===== config.mk =====
export PLATFORM = sky130hd
export DESIGN_NAME = load_store_unit_flat
export DESIGN_NICKNAME = d
export VERILOG_FILES = /design/src/rtl/load_store_unit_if.sv /design/src/rtl/load_store_unit.sv /design/src/flat_wrapper.sv
export SDC_FILE = /design/constraint.sdc
export NUM_CORES = 1
export LEC_CHECK = 0
export BUFFER_PORTS_ARGS = -buffer_cell sky130_fd_sc_hd__buf_2
export CAP_MARGIN = 20
export CORE_MARGIN = 3
export CORE_UTILIZATION = 55
export DETAILED_ROUTE_END_ITERATION = 8
export PLACE_DENSITY = 0.87
export SYNTH_ARGS = -nofsm -noshare
export SYNTH_HDL_FRONTEND = slang
export SYNTH_SLANG_ARGS = --single-unit

===== constraint.sdc =====
create_clock -name clk_pi -period 4.15 [get_ports clk_pi]
set_clock_uncertainty 0.2 [all_clocks]
set_input_delay 0.83 -clock clk_pi [delete_from_list [all_inputs] [get_ports clk_pi]]
set_output_delay 0.83 -clock clk_pi [all_outputs]
set_load 0.005 [all_outputs]

===== src/rtl/load_store_unit_if.sv =====
// Request/response handshake and data-memory bus of the load/store unit.
// The slave modport is the unit's view; master is the core/memory side.
interface load_store_unit_if;
   logic        req_valid_pi;
   logic        req_ready_po;
   logic        req_store_pi;
   logic [1:0]  req_size_pi;
   logic        req_unsigned_pi;
   logic [31:0] req_addr_pi;
   logic [31:0] req_wdata_pi;
   logic        resp_valid_po;
   logic        resp_ready_pi;
   logic [31:0] resp_rdata_po;
   logic        resp_err_po;
   logic        mem_load_po;
   logic        mem_store_po;
   logic [31:0] mem_addr_po;
   logic [31:0] mem_wdata_po;
   logic [31:0] mem_rdata_pi;

   modport slave (
      input  req_valid_pi, req_store_pi, req_size_pi, req_unsigned_pi,
             req_addr_pi, req_wdata_pi, resp_ready_pi, mem_rdata_pi,
      output req_ready_po, resp_valid_po, resp_rdata_po, resp_err_po,
             mem_load_po, mem_store_po, mem_addr_po, mem_wdata_po
   );

   modport master (
      output req_valid_pi, req_store_pi, req_size_pi, req_unsigned_pi,
             req_addr_pi, req_wdata_pi, resp_ready_pi, mem_rdata_pi,
      input  req_ready_po, resp_valid_po, resp_rdata_po, resp_err_po,
             mem_load_po, mem_store_po, mem_addr_po, mem_wdata_po
   );
endinterface


===== src/rtl/load_store_unit.sv =====
// Memory-access stage: one load/store at a time, sub-word stores done as
// read-modify-write, loads extracted and sign/zero-extended.
module load_store_unit #(
   parameter int MEM_WORDS       = 32,
   parameter bit ERR_ON_MISALIGN = 1'b1
) (
   input  logic               clk_pi,
   input  logic               reset_n_pi,
   load_store_unit_if.slave   bus
);
   localparam int IDX_W = $clog2(MEM_WORDS);
   localparam int AW    = IDX_W + 2;

   localparam logic [2:0] S_IDLE   = 3'd0;
   localparam logic [2:0] S_LOAD   = 3'd1;
   localparam logic [2:0] S_STORE  = 3'd2;
   localparam logic [2:0] S_RMW_RD = 3'd3;
   localparam logic [2:0] S_RMW_WR = 3'd4;
   localparam logic [2:0] S_RESP   = 3'd5;

   logic [2:0]    state_reg;
   logic          store_reg;
   logic [1:0]    size_reg;
   logic          unsigned_reg;
   logic [AW-1:0] addr_reg;
   logic [31:0]   wdata_reg;
   logic [31:0]   rdata_reg;
   logic [31:0]   rmw_word_reg;
   logic          err_reg;

   logic [AW-1:0] req_addr_low;
   logic [AW-1:0] aligned_addr;
   logic          misalign;
   logic          req_err;
   logic [31:0]   byte_shift;
   logic [15:0]   half_sel;
   logic [31:0]   load_ext;
   logic [31:0]   merged_word;
   logic          mem_active;

   // Only the address bits that reach the word index and lane are kept.
   assign req_addr_low = bus.req_addr_pi[AW-1:0];

   always_comb begin
      misalign = 1'b0;
      aligned_addr = req_addr_low;
      case (bus.req_size_pi)
         2'b01: begin
            misalign = req_addr_low[0];
            aligned_addr = {req_addr_low[AW-1:1], 1'b0};
         end
         2'b10: begin
            misalign = (req_addr_low[1:0] != 2'b00);
            aligned_addr = {req_addr_low[AW-1:2], 2'b00};
         end
         default: ;
      endcase
      req_err = (bus.req_size_pi == 2'b11) || (ERR_ON_MISALIGN && misalign);
   end

   always_comb begin
      byte_shift = bus.mem_rdata_pi >> {addr_reg[1:0], 3'b000};
      half_sel = addr_reg[1] ? bus.mem_rdata_pi[31:16] : bus.mem_rdata_pi[15:0];
      case (size_reg)
         2'b00:   load_ext = {{24{~unsigned_reg & byte_shift[7]}}, byte_shift[7:0]};
         2'b01:   load_ext = {{16{~unsigned_reg & half_sel[15]}}, half_sel};
         default: load_ext = bus.mem_rdata_pi;
      endcase
   end

   // Lane merge for read-modify-write: each byte lane picks new or old data.
   generate
      for (genvar gi = 0; gi < 4; gi++) begin : g_lane
         logic lane_hit;
         assign lane_hit = ((size_reg == 2'b00) && (addr_reg[1:0] == 2'(gi))) ||
                           ((size_reg == 2'b01) && (addr_reg[1] == 1'(gi / 2)));
         if (gi % 2 == 1) begin : g_odd
            assign merged_word[gi*8 +: 8] = !lane_hit ? rmw_word_reg[gi*8 +: 8] :
                                            (size_reg == 2'b01) ? wdata_reg[15:8] :
                                                                   wdata_reg[7:0];
         end else begin : g_even
            assign merged_word[gi*8 +: 8] = lane_hit ? wdata_reg[7:0] :
                                                       rmw_word_reg[gi*8 +: 8];
         end
      end
   endgenerate

   always_ff @(posedge clk_pi or negedge reset_n_pi) begin
      if (!reset_n_pi) begin
         state_reg    <= S_IDLE;
         store_reg    <= 1'b0;
         size_reg     <= 2'b00;
         unsigned_reg <= 1'b0;
         addr_reg     <= '0;
         wdata_reg    <= 32'd0;
         rdata_reg    <= 32'd0;
         rmw_word_reg <= 32'd0;
         err_reg      <= 1'b0;
      end else begin
         case (state_reg)
            S_IDLE: begin
               if (bus.req_valid_pi) begin
                  store_reg    <= bus.req_store_pi;
                  size_reg     <= bus.req_size_pi;
                  unsigned_reg <= bus.req_unsigned_pi;
                  addr_reg     <= aligned_addr;
                  wdata_reg    <= bus.req_wdata_pi;
                  rdata_reg    <= 32'd0;
                  rmw_word_reg <= 32'd0;
                  err_reg      <= req_err;
                  if (req_err)
                     state_reg <= S_RESP;
                  else if (!bus.req_store_pi)
                     state_reg <= S_LOAD;
                  else if (bus.req_size_pi == 2'b10)
                     state_reg <= S_STORE;
                  else
                     state_reg <= S_RMW_RD;
               end
            end
            S_LOAD: begin
               rdata_reg <= load_ext;
               state_reg <= S_RESP;
            end
            S_STORE:  state_reg <= S_RESP;
            S_RMW_RD: begin
               rmw_word_reg <= bus.mem_rdata_pi;
               state_reg    <= S_RMW_WR;
            end
            S_RMW_WR: state_reg <= S_RESP;
            S_RESP: begin
               if (bus.resp_ready_pi)
                  state_reg <= S_IDLE;
            end
            default:  state_reg <= S_IDLE;
         endcase
      end
   end

   // Memory side is decoded purely from state and captured registers.
   assign mem_active        = (state_reg == S_LOAD) || (state_reg == S_STORE) ||
                              (state_reg == S_RMW_RD) || (state_reg == S_RMW_WR);
   assign bus.mem_load_po   = (state_reg == S_LOAD) || (state_reg == S_RMW_RD);
   assign bus.mem_store_po  = (state_reg == S_STORE) || (state_reg == S_RMW_WR);
   assign bus.mem_addr_po   = mem_active ? {{(32-IDX_W){1'b0}}, addr_reg[AW-1:2]} : 32'd0;
   assign bus.mem_wdata_po  = (state_reg == S_STORE)  ? wdata_reg :
                              (state_reg == S_RMW_WR) ? merged_word : 32'd0;

   assign bus.req_ready_po  = reset_n_pi && (state_reg == S_IDLE);
   assign bus.resp_valid_po = (state_reg == S_RESP);
   assign bus.resp_rdata_po = (state_reg == S_RESP) ? rdata_reg : 32'd0;
   assign bus.resp_err_po   = (state_reg == S_RESP) && err_reg;

   // store_reg is kept for debug visibility of the captured request.
   logic unused_ok;
   assign unused_ok = store_reg;
endmodule


===== src/flat_wrapper.sv =====
// flat-port wrapper written by rule: the top's interface ports become plain ports
module load_store_unit_flat 
#(
   parameter int MEM_WORDS       = 32,
   parameter bit ERR_ON_MISALIGN = 1'b1
)
  (clk_pi, reset_n_pi, bus_req_valid_pi, bus_req_store_pi, bus_req_size_pi, bus_req_unsigned_pi, bus_req_addr_pi, bus_req_wdata_pi, bus_resp_ready_pi, bus_mem_rdata_pi, bus_req_ready_po, bus_resp_valid_po, bus_resp_rdata_po, bus_resp_err_po, bus_mem_load_po, bus_mem_store_po, bus_mem_addr_po, bus_mem_wdata_po);
  load_store_unit_if bus_i ();
  input  logic clk_pi;
  input  logic reset_n_pi;
  input wire logic [$bits(bus_i.req_valid_pi)-1:0] bus_req_valid_pi;
  input wire logic [$bits(bus_i.req_store_pi)-1:0] bus_req_store_pi;
  input wire logic [$bits(bus_i.req_size_pi)-1:0] bus_req_size_pi;
  input wire logic [$bits(bus_i.req_unsigned_pi)-1:0] bus_req_unsigned_pi;
  input wire logic [$bits(bus_i.req_addr_pi)-1:0] bus_req_addr_pi;
  input wire logic [$bits(bus_i.req_wdata_pi)-1:0] bus_req_wdata_pi;
  input wire logic [$bits(bus_i.resp_ready_pi)-1:0] bus_resp_ready_pi;
  input wire logic [$bits(bus_i.mem_rdata_pi)-1:0] bus_mem_rdata_pi;
  output wire logic [$bits(bus_i.req_ready_po)-1:0] bus_req_ready_po;
  output wire logic [$bits(bus_i.resp_valid_po)-1:0] bus_resp_valid_po;
  output wire logic [$bits(bus_i.resp_rdata_po)-1:0] bus_resp_rdata_po;
  output wire logic [$bits(bus_i.resp_err_po)-1:0] bus_resp_err_po;
  output wire logic [$bits(bus_i.mem_load_po)-1:0] bus_mem_load_po;
  output wire logic [$bits(bus_i.mem_store_po)-1:0] bus_mem_store_po;
  output wire logic [$bits(bus_i.mem_addr_po)-1:0] bus_mem_addr_po;
  output wire logic [$bits(bus_i.mem_wdata_po)-1:0] bus_mem_wdata_po;
  assign bus_i.req_valid_pi = bus_req_valid_pi;
  assign bus_i.req_store_pi = bus_req_store_pi;
  assign bus_i.req_size_pi = bus_req_size_pi;
  assign bus_i.req_unsigned_pi = bus_req_unsigned_pi;
  assign bus_i.req_addr_pi = bus_req_addr_pi;
  assign bus_i.req_wdata_pi = bus_req_wdata_pi;
  assign bus_i.resp_ready_pi = bus_resp_ready_pi;
  assign bus_i.mem_rdata_pi = bus_mem_rdata_pi;
  assign bus_req_ready_po = bus_i.req_ready_po;
  assign bus_resp_valid_po = bus_i.resp_valid_po;
  assign bus_resp_rdata_po = bus_i.resp_rdata_po;
  assign bus_resp_err_po = bus_i.resp_err_po;
  assign bus_mem_load_po = bus_i.mem_load_po;
  assign bus_mem_store_po = bus_i.mem_store_po;
  assign bus_mem_addr_po = bus_i.mem_addr_po;
  assign bus_mem_wdata_po = bus_i.mem_wdata_po;
  load_store_unit #(.MEM_WORDS(MEM_WORDS), .ERR_ON_MISALIGN(ERR_ON_MISALIGN)) u_core (.clk_pi(clk_pi), .reset_n_pi(reset_n_pi), .bus(bus_i));
endmodule

# After elaboration in Yosys (flattened, before gate mapping)
# Index checks and enable logic that the tools add are counted.
# op_classes
shift,1
bitwise,4
reduce_logical,29
eq_ne,14
mux,22
# op_table
cell,count
32-bit one-hot mux with 2 select lines,3
32-bit 2-to-1 mux,4
8-bit 2-to-1 mux,5
32-bit by 5-bit >> shifter with 8-bit output,1
16-bit 2-to-1 mux,1
3-bit 2-to-1 mux,4
3-bit one-hot mux with 4 select lines,1
1-bit logical OR,10
"2-bit == test, second input constant",4
1-bit logical AND,8
2-bit AND reduction,4
"2-bit by 1-bit == test with 1-bit output, second input constant",3
"3-bit by 2-bit == test with 1-bit output, second input constant",2
"3-bit == test, second input constant",2
2-bit nonzero test,3
5-bit 2-to-1 mux,1
2-bit zero test,2
"2-bit != test, second input constant",2
2-bit one-hot mux with 2 select lines,1
"3-bit by 1-bit == test with 1-bit output, second input constant",1
3-bit zero test,1
3-bit OR reduction,1
1-bit bitwise AND,2
1-bit inverter,2
2 further kinds,2
# totals
word_cells,78
ff_bits,110

# Longest topological paths before layout
# logic_depth
word_depth,6
mapped_depth,7
mapped_depth_nobuf,6

# Worst setup path before layout
# No wires, ideal clock.
# synth_timing
path_kind,reg-to-output
from,reg u_core.size_reg[1]
to,out bus_mem_wdata_po[16]
t_required_ps,3120
t_arrival_ps,1471
n_path_buf,1
path_stages_with_launch,6
path_slack_ps,1649
cell_sequence,dfrtp_1 > nor2b_1 > clkbuf_1 > nand2_1 > mux2i_1 > o21ai_0
# synth_via
elab_chain_cells,6
word_cells_on_any_way,8
classes_between,1 x eq/ne; 3 x mux; 4 x reduce/logical
# synth_lines
element,line,text
start: declaration,load_store_unit.sv:23,logic [1:0] size_reg;
start signal: assignment,load_store_unit.sv:104,size_reg <= bus.req_size_pi;
2-bit by 1-bit == test with 1-bit output / 2-bit zero test (equally long branches),"load_store_unit.sv:76, load_store_unit.sv:75",
"1-bit logical AND, on equally long branches","load_store_unit.sv:76, load_store_unit.sv:75",
1-bit logical OR *,load_store_unit.sv:75,assign lane_hit = ((size_reg == 2'b00) && (addr_reg[1:0] == 2'(gi))) ||
8-bit 2-to-1 mux *,load_store_unit.sv:82,assign merged_word[gi*8 +: 8] = lane_hit ? wdata_reg[7:0] :
32-bit 2-to-1 mux *,load_store_unit.sv:147,(state_reg == S_RMW_WR) ? merged_word : 32'd0;
32-bit 2-to-1 mux *,load_store_unit.sv:146,assign bus.mem_wdata_po = (state_reg == S_STORE) ? wdata_reg :
end: declaration,flat_wrapper.sv:26,output wire logic [$bits(bus_i.mem_wdata_po)-1:0] bus_mem_wdata_po;
# Every way passes the cells marked *; elsewhere a longest branch is shown, timed or not.

# Worst setup path in the final report
# layout_timing
from,reg u_core.size_reg[0]
to,out bus_mem_wdata_po[21]
# The elaborated chain is that of the path after synthesis.

==> impl_metrics.csv <==
group,metric,value,unit
placed_design,port_buffers,152,
placed_design,hpwlAfterDp,12820,µm
synthesis,seq_area_frac_synth,46.39,%
hold_path,hp-class,"reg2reg",
die,start_util,56.96,%
worst_setup_path,path_buf_inv,1,
synthesis,synth-edff-count,0,
drt,viasPerCell,5.790,
finish,areaGrowthSynthToFinish,15.10,%
synthesis,syn-mean-instance-area,8.700,µm²
worst_setup_path,cp_max_fo,16,
clock_tree,cts.htree.levels,3,
clock_tree,ctsHoldBuffers,0,
clock_tree,post_cts.repair.setup_buffers,0,
drt,dr.pass1.iters,5,
clock_tree,clockRootBuffer,"clkbuf_8",
worst_setup_path,cp-end-kind,"primary output",
power_and_ir_drop,p_seq_share,43.0,%
finish,fin_area,6829,µm²
timing,relSlewSlack,28.02,%
global_routing,grt_first_pass_wirelength,26750,µm
drt,routedWlPerCell,18.62,µm
power_and_ir_drop,pwr_density_cell,627.0,nW/µm²
clock_tree,path_clk_slew,0.10,ns
clock_tree,cts_resized,0,
global_routing,grt_max_degree,78,
timing,slew_violations,0,
synthesis,synth_ff_type,"dfrtp_1",
drt,drc,0,
worst_setup_path,cp.arrival,2.54,ns
global_routing,grt_util_all_layers,29.20,%
drt,routed_wirelength,17660,µm
finish,layout.nets,916,
timing,fin_crit_sh,86.04,%
synthesis,synth_warnings,0,
global_routing,grt_pass1_vias,5183,
synthesis,ys_async_sr_fraction,100.0,%
worst_setup_path,worst_path_largest_cell_delay,0.69,ns
power_and_ir_drop,finalPower,4.282,mW
clock_tree,clockBufferDepth,2,
synthesis,synth_cell_types,45,
placed_design,pre_cts_slack,1.050,ns
drt,via_count,5489,
die,ios,205,
global_routing,overflow,0,
timing,final_hold_viol_count,0,
synthesis,syn_inst,682,
timing,max_freq,0.2801,GHz
placed_design,post_dp_cell_area,6645,µm²
synthesis,syn_area,5933,µm²
finish,layout_commonest_cell,"nand2_1",
worst_setup_path,critical_path_class,"reg2out",
clock_tree,cts_tree,"yes",
drt,drtIter0Drc,515,
die,die_width,109.9,µm
power_and_ir_drop,p_sw_share,40.68,%
power_and_ir_drop,pwr-share-clk,14.3,%
power_and_ir_drop,power_leakage,3.663,nW
status,status,"finished clean",
timing,tightest_slew,1.065,ns
worst_setup_path,critPathRequiredTime,3.12,ns
timing,fin_ws,0.5795,ns
job,maxCapViolations,0,
worst_setup_path,cpLargestDelayFamily,"simple AND/OR/NAND/NOR gates",
die,dieHeight,109.9,µm
power_and_ir_drop,p_int,2.540,mW
timing,setup_tns,0,ns
power_and_ir_drop,pwr-share-comb,42.7,%
global_routing,antenna_found_initial,0,
timing,rsz0062_at_grt,"no",
clock_tree,insertion_delay,0.38,ns
worst_setup_path,critPathLaunchType,"register",
die,core,10420,µm²
finish,n_antenna_cell,0,
timing,setup_viol,0,
clock_tree,cts_num_sinks,110,
die,dieArea,12070,µm²
timing,period_needed,3.570,ns
clock_tree,cts_buffers,9,
drt,ant_nets,0,
worst_setup_path,slowest_stage,"dfrtp_1",
worst_setup_path,path_cells,"nand2b_1, nand2_1, mux2i_1, o21ai_0, buf_2",
power_and_ir_drop,switchingPower,1.742,mW
die,rows,37,
finish,layout_common_cells,"230 x nand2_1, 151 x buf_2, 110 x dfrtp_1",
power_and_ir_drop,ir_worst_vdd,0.3257,mV
synthesis,ys_ff_latch,110,
finish,drive_gt1_share,23.89,%
placed_design,gp_congestion,0.8844,
timing,holdWs,0.2770,ns
==> path summary, 6_finish.rpt <==
kind                                           startpoint                                to  slack, ns  cells past startpoint
setup / recovery           u_core.size_reg[0]$_DFFE_PN0P_              bus_mem_wdata_po[21]       0.58                      5
hold / removal             u_core.addr_reg[6]$_DFFE_PN0P_    u_core.addr_reg[6]$_DFFE_PN0P_       0.28                      2
setup reg to reg           u_core.size_reg[0]$_DFFE_PN0P_  u_core.rdata_reg[28]$_DFFE_PN0P_       1.43                      4
hold reg to reg            u_core.addr_reg[6]$_DFFE_PN0P_    u_core.addr_reg[6]$_DFFE_PN0P_       0.28                      2
max in group asynchronous                      reset_n_pi  u_core.rdata_reg[21]$_DFFE_PN0P_       2.55                      2
min in group asynchronous                      reset_n_pi   u_core.rdata_reg[2]$_DFFE_PN0P_       0.35                      2
==> per-layer routing <==
metal / global-route usage [%] / up-vias / wire length [µm]
li1: - / 2510 / -
met1: 39.09 / 2641 / 7168
met2: 47.10 / 291 / 8664
met3: 4.815 / 47 / 1355
met4: 12.29 / 0 / 467
met5: 0 / - / 0
==> stage by stage <==
stage               util, %  std cells
finish                65.56        948
floorplan                 -        708
global route          65.56        948
detailed placement    63.80        933
CTS                   65.45        947
global placement      63.80        933
==> cells in the mapped netlist (4+ instances only) <==
cell type | instances | share of area, %
nand3b_1 | 8 | 1.0
a32oi_1 | 7 | 1.0
clkbuf_1 | 32 | 2.0
a31oi_1 | 15 | 1.6
mux2i_1 | 24 | 4.0
mux2_2 | 10 | 1.9
a221o_1 | 24 | 4.0
nor2b_1 | 4 | 0.42
buf_2 | 8 | 0.67
buf_1 | 4 | 0.25
nor2_1 | 6 | 0.38
and2_1 | 41 | 4.3
nand3_1 | 40 | 3.4
o21ai_0 | 30 | 2.5
dfrtp_1 | 110 | 46
o21ai_1 | 6 | 0.51
buf_4 | 29 | 3.7
a21oi_1 | 9 | 0.76
a22o_1 | 8 | 1.2
nand2_1 | 231 | 15
==> layout make-up <==
type                            count  area, µm²
Inverter                            3      11.26
Clock inverter                      3      21.27
Clock buffer                       11      151.4
Multi-Input combinational cell    521       2865
Fill cell                         864       3587
Tap cell                          136      170.2
Timing Repair Buffer              164      857.1
Sequential cell                   110       2753
==> power groups by stage <==
stage | Combinational [mW] | Clock, mW | Sequential (mW)
finish | 1.83 | 0.613 | 1.84
global route | 2.02 | 0.657 | 1.88
global placement | 1.75 | 0 | 1.82
CTS | 1.81 | 0.617 | 1.82
detailed placement | 1.80 | 0 | 1.84
floorplan | 1.32 | 0 | 1.68
==> logic make-up (layout without fill, tap and decap cells) <==
group	after synthesis	count (layout)	synth area share [%]
AO/OA/AOI/OAI	112	112	13.79
XOR/XNOR	1	1	0.1476
adder cells (fa/ha/maj)	3	3	0.6327
buffers and inverters	77	181	7.001
flip-flops	110	110	46.39
multiplexers	34	34	5.947
other	1	27	0.06320
AND/OR/NAND/NOR	344	344	26.02
==> worst reg2reg max path, delay by kind of cell, from the launching register on <==
family	cells	cell delay, ns
compound gates	3	1.30
flops	1	0.59
simple gates	1	0.57
(Power assumes the default switching activity.)
